File: src/rtl/fifo_pkg.sv
// fifo_pkg - shared defaults and width helpers for the synchronous FIFO.
// Rev 1.0
`default_nettype none

package fifo_pkg;

    localparam int DEFAULT_DATA_WIDTH = 8;
    localparam int DEFAULT_DEPTH      = 8;

    // Occupancy needs one extra bit so that a completely full FIFO is representable.
    function automatic int cnt_width(input int depth);
        return $clog2(depth) + 1;
    endfunction

    localparam int DEFAULT_CNT_WIDTH = cnt_width(DEFAULT_DEPTH);

endpackage

`default_nettype wire

File: src/rtl/fifo_mem.sv
// fifo_mem - register-array storage, one synchronous write port, one registered read port.
// Rev 1.0
`default_nettype none

module fifo_mem
    import fifo_pkg::*;
#(
    parameter int DATA_WIDTH = DEFAULT_DATA_WIDTH,
    parameter int DEPTH      = DEFAULT_DEPTH,
    parameter int ADDR_WIDTH = $clog2(DEPTH)
) (
    input  logic                  clk,
    input  logic                  reset_n,
    input  logic                  wr_en,
    input  logic [ADDR_WIDTH-1:0] wr_addr,
    input  logic [DATA_WIDTH-1:0] wr_data,
    input  logic                  rd_en,
    input  logic [ADDR_WIDTH-1:0] rd_addr,
    output logic [DATA_WIDTH-1:0] rd_data
);

    logic [DATA_WIDTH-1:0] mem [DEPTH];

    always_ff @(posedge clk) begin
        if (wr_en) begin
            mem[wr_addr] <= wr_data;
        end
    end

    // Only the output register is reset; the array keeps whatever it held.
    always_ff @(posedge clk or negedge reset_n) begin
        if (!reset_n) begin
            rd_data <= '0;
        end else if (rd_en) begin
            rd_data <= mem[rd_addr];
        end
    end

endmodule

`default_nettype wire

File: src/rtl/sync_fifo.sv
// sync_fifo - single-clock FIFO with registered read data, flags and overflow/underflow pulses.
// Rev 1.0
`default_nettype none

module sync_fifo
    import fifo_pkg::*;
#(
    parameter int DATA_WIDTH = DEFAULT_DATA_WIDTH,
    parameter int DEPTH      = DEFAULT_DEPTH
) (
    input  logic                    clk,
    input  logic                    reset_n,
    input  logic                    wr_en,
    input  logic [DATA_WIDTH-1:0]   wr_data,
    input  logic                    rd_en,
    output logic [DATA_WIDTH-1:0]   rd_data,
    output logic                    rd_valid,
    output logic                    full,
    output logic                    empty,
    output logic [$clog2(DEPTH):0]  count,
    output logic                    overflow,
    output logic                    underflow
);

    localparam int AW = $clog2(DEPTH);
    localparam int CW = cnt_width(DEPTH);

    logic [AW-1:0] wr_ptr;
    logic [AW-1:0] rd_ptr;
    logic          wr_ok;
    logic          rd_ok;
    logic [CW-1:0] count_nxt;

    // Flags gate acceptance, so a full FIFO still reads and an empty one still writes.
    always_comb begin
        wr_ok     = wr_en & ~full;
        rd_ok     = rd_en & ~empty;
        count_nxt = count;
        case ({wr_ok, rd_ok})
            2'b10:   count_nxt = count + 1'b1;
            2'b01:   count_nxt = count - 1'b1;
            default: count_nxt = count;
        endcase
    end

    always_ff @(posedge clk or negedge reset_n) begin
        if (!reset_n) begin
            wr_ptr    <= '0;
            rd_ptr    <= '0;
            count     <= '0;
            full      <= 1'b0;
            empty     <= 1'b1;
            rd_valid  <= 1'b0;
            overflow  <= 1'b0;
            underflow <= 1'b0;
        end else begin
            if (wr_ok) begin
                wr_ptr <= wr_ptr + 1'b1;
            end
            if (rd_ok) begin
                rd_ptr <= rd_ptr + 1'b1;
            end
            count     <= count_nxt;
            full      <= (count_nxt == CW'(DEPTH));
            empty     <= (count_nxt == '0);
            rd_valid  <= rd_ok;
            overflow  <= wr_en & full;
            underflow <= rd_en & empty;
        end
    end

    fifo_mem #(
        .DATA_WIDTH (DATA_WIDTH),
        .DEPTH      (DEPTH),
        .ADDR_WIDTH (AW)
    ) u_mem (
        .clk     (clk),
        .reset_n (reset_n),
        .wr_en   (wr_ok),
        .wr_addr (wr_ptr),
        .wr_data (wr_data),
        .rd_en   (rd_ok),
        .rd_addr (rd_ptr),
        .rd_data (rd_data)
    );

endmodule

`default_nettype wire

File: config.mk
export PLATFORM = sky130hd
export DESIGN_NAME = sync_fifo
export DESIGN_NICKNAME = d
export VERILOG_FILES = /design/src/rtl/fifo_pkg.sv /design/src/rtl/fifo_mem.sv /design/src/rtl/sync_fifo.sv
export SDC_FILE = /design/constraint.sdc
export NUM_CORES = 1
export LEC_CHECK = 0
export CORE_ASPECT_RATIO = 0.75
export CORE_UTILIZATION = 45
export DETAILED_ROUTE_END_ITERATION = 8
export PLACE_DENSITY = 0.79
export SYNTH_ARGS = -nofsm -noshare
export SYNTH_HDL_FRONTEND = slang
export SYNTH_SLANG_ARGS = --single-unit
File: constraint.sdc
create_clock -name clk -period 2.6 [get_ports clk]
set_input_delay 0.39 -clock clk [delete_from_list [all_inputs] [get_ports clk]]
set_output_delay 0.39 -clock clk [all_outputs]
set_load 0.1 [all_outputs]
==> results of run 1 <==
## flip-flops by register name, summed over array words and instances (netlist names)
register / count
wr_ptr: 3
empty: 1
underflow: 1
u_mem.rd_data: 8
overflow: 1
count: 4
u_mem.mem: 64
rd_valid: 1
rd_ptr: 3
full: 1
## critical path: cells and delay by family, from the launching register on
| family | cells | cell delay, ps |
|---|---|---|
| DFF | 1 | 620 |
| AOI/OAI and AO/OA | 3 | 570 |
| and+or+nand+nor | 1 | 120 |
| adders and majority gates | 2 | 390 |
| xor gates and xnor gates | 2 | 410 |
| buffers and inverters | 1 | 70 |
## worst paths after layout
kind,to,slack [ps],cells past startpoint
setup / recovery,full,330,9
hold / removal,u_mem.rd_data[7],490,2
setup reg to reg,full,330,9
hold reg to reg,u_mem.rd_data[7],490,2
max in group asynchronous,rd_ptr[1],1490,2
min in group asynchronous,u_mem.rd_data[0],500,1
## area by class of cell
cell class                 count  area (um2)  area share, %
inverter                       2        7.51          0.182
tap                          101         126           3.06
clock buffer                  10         128           3.09
sequential                    87        2500           60.6
clock inverter                 6        71.3           1.73
timing repair buffer          44         358           8.66
multi-input combinational     95         936           22.7
## cell families (layout without fill, tap and decap cells)
kind of cell / after synthesis / in the layout / synth area share (%)
compound gates: 14 / 14 / 2.29
simple gates: 41 / 41 / 5.76
flops: 87 / 87 / 71.4
fa+ha+maj: 5 / 5 / 1.79
xor+xnor: 9 / 9 / 2.68
mux: 26 / 26 / 14.0
buf+inv: 11 / 62 / 2.07
## layer usage
layer	global-route usage [%]	vias to the layer above	part of all wire [%]
met2	26.6	38	50
met3	5.23	8	4.2
met4	6.00	0	0.96
met5	0	-	0
li1	-	831	-
met1	20.0	881	45
## through the flow
| stage | setup TNS [ps] | utilization, % | instances |
|---|---|---|---|
| finish | 0 | 55.6 | 345 |
| global route | 0 | 55.6 | 345 |
| CTS | 0 | 55.6 | 345 |
| detailed placement | 0 | 52.9 | 329 |
| global placement | 0 | 52.9 | 329 |
| floorplan | -105 | - | 193 |
## layout by cell type (no fill, tap or decap), types with 5 or more instances in the layout
cell type	n
edfxtp_1	64
buf_4	33
nand2b_1	5
nor2_1	8
o21ai_1	8
dfrtp_1	21
clkdlybuf4s50_1	11
nand2_1	15
mux4_2	9
mux4_1	7
mux2i_1	8
clkbuf_8	9
==> key figures, run 1 <==
Routing
  – Vias per inst: 5.10
  – Post-DRT Antenna Nets: 0
  – Avg WL per Cell: 16.8 um
  – Residual DRC: 0
  – DR vias: 1,758
  – Initial drt markers: ~110
  – Routed WL: between 5 and 6 mm
  – Total iterations of the first detailed-routing run: 4

Yosys
  – Most numerous cell in the Yosys netlist: edfxtp_1
  – Post-synth top flop: edfxtp_1
  – Top cells by area, synth: edfxtp_1 55%, dfrtp_1 16%, mux4_2 5.8%
  – Top cell type's share of synthesized area: between 50 and 60%
  – Synth warn: 0
  – Register area share after synthesis: 71.4%
  – Syn Nets: between 200 and 250
  – FFs w/ async S/R, synth: 26.4%
  – Post-synth top cells: 64 x edfxtp_1, 22 x dfrtp_1, 15 x nand2_1, 9 x mux4_2
  – Netlist Area Pre-Place: around 0.0035 mm2
  – Number of synthesized flops with an enable pin: 64
  – Post-synth top area cell: edfxtp_1
  – Synth cell types: 34
  – Syn Area/Cell: 18.1 um2
  – Synth Register Bits: 87
  – Cells after Synth: 193

Status
  – Outcome: finished, final reports clean

Floorplan
  – Die width: about 100 um
  – Die ar.: 0.00813 mm2
  – Ports: 29
  – Die height: 78.4 um
  – Initial core utilization: 47.1%
  – Rows: 27
  – CORE AREA: 0.00743 mm2

STA
  – Max Clock Skew: 9.29 ps
  – Min Clock Period, post-route: approximately 2300 ps
  – Peak Freq: 0.440 GHz
  – Fin. Hold Viols: 0
  – RSZ-0062 raised after global routing: no
  – WHS: 488 ps
  – Worst slew pin tran: 814 ps
  – Fin crit share: 87.4%
  – Fin. max-slew vios: 0
  – Setup violations, final: 0
  – Setup ws final: 327 ps
  – Max_slew headroom: 45.6%

Final layout
  – Final net count: roughly 260
  – Fin area: 0.00413 mm2
  – Fillcell total: approximately 600
  – Antenna cells: 0
  – Area Growth Syn to Fin: 18.1%
  – Proportion of layout cells with a drive suffix above 1: 26.6%

Clock tree
  – Post-CTS sizing: 0
  – Post-CTS setup buffers: 0
  – H-tree levels: 3
  – CTS clk-pin slew, worst paths: around 80 ps
  – CTS Buf Count: 9
  – CTS tree: yes
  – Worst-Skew Late Latency: 350 ps
  – Clk sinks: 87
  – Root cell of the clock tree: clkbuf_8
  – Hold_buf cts: 0
  – Worst-case clock buffer depth: 2

Placed design
  – Detailed Place HPWL: ~3.9 mm
  – PortBufs: 28
  – Placed Area: 0.00393 mm2
  – Place WS: slightly above 9 ps
  – GP Congestion: 0.754

Setup path
  – Largest stage delay on the critical path: 620 ps
  – Reg2reg start: empty
  – CP required: 2850 ps
  – Worst setup path startpoint: empty
  – Crit end category: register
  – Worst path slowest cell: dfstp_4
  – Ordered list of cells on the worst path: nand2b_1, inv_1, ha_1, xor2_1, ha_2, a21oi_2, xor3_1, a31oi_1, o21ba_2
  – CP Data Arrival Time: 2520 ps
  – CP Max Fanout: 3
  – Setup CP Type: register to register
  – CP startpoint kind: register

Hold path
  – Worst Hold Launch: u_mem.rd_data[7]
  – Hold Crit Class: register to register

Global routing
  – Largest net degree at the start of global routing: 19
  – Initial antenna violation count: 0
  – GRT Total Usage: 16.1%
  – Grt ovf: 0
  – Vias in the first global route: 1,848
  – First-pass GRT wire length: 9.61 mm

Run
  – MaxCap Viol Count: 0
Power of run 1 is not shown: default switching activity piles up to over one toggle a cycle in this logic, so the estimate is an artifact.
==> inputs of run 2 (changes only) <==
--- a/config.mk
+++ b/config.mk
@@ -8,7 +8,7 @@
 export CORE_ASPECT_RATIO = 0.75
 export CORE_UTILIZATION = 45
 export DETAILED_ROUTE_END_ITERATION = 8
-export PLACE_DENSITY = 0.79
+export PLACE_DENSITY = 0.67
 export SYNTH_ARGS = -nofsm -noshare
 export SYNTH_HDL_FRONTEND = slang
 export SYNTH_SLANG_ARGS = --single-unit
==> run 2 against run 1 <==
Against the previous run: largest cell class unchanged; critical endpoint unchanged; critical path type unchanged; routed wire length rose by 1.2%; clock-buffer cell count did not move; final cell count did not move; fmax rose by 2.2%; highest routed layer unchanged.
==> key figures, run 2 (synthesis results as in run 1) <==
Status
  – Outcome: finished, final reports clean

Global routing
  – GRT Total Usage: between 10% and 20%
  – First-pass GRT wire length: 9.27 mm
  – Largest net degree at the start of global routing: 24
  – Initial antenna violation count: 0
  – Vias in the first global route: 1,720
  – Grt ovf: 0

Final layout
  – Area Growth Syn to Fin: 18.5%
  – Biggest register: u_mem.mem
  – Largest regs: u_mem.mem: 64 flops, u_mem.rd_data: 8 flops, count: 4 flops
  – Commonest non-fill, non-tap cell in the layout: edfxtp_1
  – Antenna cells: 0
  – Final Non-Filler Cells: about 350
  – Final net count: 256
  – Max FFs per register: 64
  – Most frequent cells in the layout: 64 x edfxtp_1, 33 x buf_4, 21 x dfrtp_1
  – Proportion of layout cells with a drive suffix above 1: 25.8%

STA
  – Max_slew headroom: 63.1%
  – Worst slew pin tran: 553 ps
  – Fin. max-slew vios: 0
  – Max Clock Skew: 6.74 ps
  – Peak Freq: 0.450 GHz
  – Fin crit share: 85.5%
  – Min Clock Period, post-route: 2220 ps
  – RSZ-0062 raised after global routing: no
  – WHS: a little under 400 ps
  – Fin. Hold Viols: 0
  – Setup violations, final: 0

Routing
  – Avg WL per Cell: 17.0 um
  – Routed WL: around 6 mm
  – Post-DRT Antenna Nets: 0
  – Total iterations of the first detailed-routing run: 4
  – Vias per inst: 5.12
  – DR vias: 1,765
  – Initial drt markers: 79
  – Residual DRC: 0

Setup path
  – CP Data Arrival Time: roughly 2500 ps
  – R2r endpoint: full
  – R2r setup slk: 380 ps
  – Reg2Reg Depth: 9
  – CP startpoint kind: register
  – Reg2reg start: empty
  – CP Max Fanout: 3
  – Crit end category: register
  – Setup CP Type: register to register
  – CP required: around 2800 ps

Floorplan
  – Die height: 78.4 um
  – Ports: 29
  – Initial core utilization: 47.1%
  – CORE AREA: 0.00743 mm2
  – Rows: 27
  – Die ar.: 0.00813 mm2
  – Die width: 104 um

Clock tree
  – CTS Buf Count: 9
  – Clk sinks: 87
  – Worst-case clock buffer depth: 2
  – Hold_buf cts: 0
  – Root cell of the clock tree: clkbuf_8
  – Post-CTS sizing: 0
  – CTS clk-pin slew, worst paths: around 80 ps
  – Post-CTS setup buffers: 0
  – CTS tree: yes
  – Worst-Skew Late Latency: around 350 ps
  – H-tree levels: 3

Placed design
  – Detailed Place HPWL: between 3 and 4 mm
  – PortBufs: 28
  – Placed Cells: 329
  – GP Congestion: between 0.7 and 0.8

Run
  – MaxCap Viol Count: 0

Hold path
  – Hold Crit Class: input pin to asynchronous set/reset pin
## run 2: cell types whose count changed in the layout (fill, tap and decap cells not counted), sizes merged
cell / previous run / this run
bufinv: 1 / 2
clkinv: 3 / 4
clkinvlp: 2 / 0
## run 2: worst max path at each step
| stage | slack (ps) | endpoint | startpoint |
|---|---|---|---|
| 2_1_floorplan | -100 | full | empty |
| 3_5_place_dp | 60 | full | wr_en |
| 5_1_grt | 260 | full | empty |
| 3_3_place_gp | 110 | full | wr_en |
| 4_1_cts | 370 | full | empty |
| 6_report | 380 | full | empty |
## run 2: area by class of cell
cell class              instances  area, um2
well taps                     101        126
multi-input cells              95        936
fillers                       605       3290
clock buffers                  10        128
flip-flops and latches         87       2500
repair buffers                 44        358
clock inverters                 6       85.1
inverters                       2       7.51
## run 2: layer usage
layer,up-vias,part of all wire [%],global-route usage (%)
li1,835,-,-
met1,880,49,22.2
met2,42,45,23.7
met3,8,5.3,5.23
met4,0,1.1,5.57
met5,-,0,0
## run 2: critical path: stages, from the launching register on
cell and delay, ps:
dfstp_4 620, nand2b_1 120, inv_1 70, ha_1 200, xor2_1 170, ha_2 180
a21oi_2 140, xor3_1 230, a31oi_1 200, o21ba_2 180
## run 2: per-stage QoR
stage	TNS, ps	instance area [um2]	setup WS [ps]	utilization [%]
2_1_floorplan	-105	3520	-105	-
3_3_place_gp	0	3930	106	52.9
3_5_place_dp	0	3930	62.0	52.9
4_1_cts	0	4140	367	55.8
5_1_grt	0	4140	256	55.8
6_report	0	4140	376	55.8
Power of run 2 is left out for the same reason.
==> inputs of run 3 (changes only) <==
--- a/config.mk
+++ b/config.mk
@@ -5,6 +5,7 @@
 export SDC_FILE = /design/constraint.sdc
 export NUM_CORES = 1
 export LEC_CHECK = 0
+export CAP_MARGIN = 10
 export CORE_ASPECT_RATIO = 0.75
 export CORE_UTILIZATION = 45
 export DETAILED_ROUTE_END_ITERATION = 8
==> results of run 3 <==
The final DEF is identical to that of run 2; final timing and power are the same.
Power of run 3 is left out for the same reason.
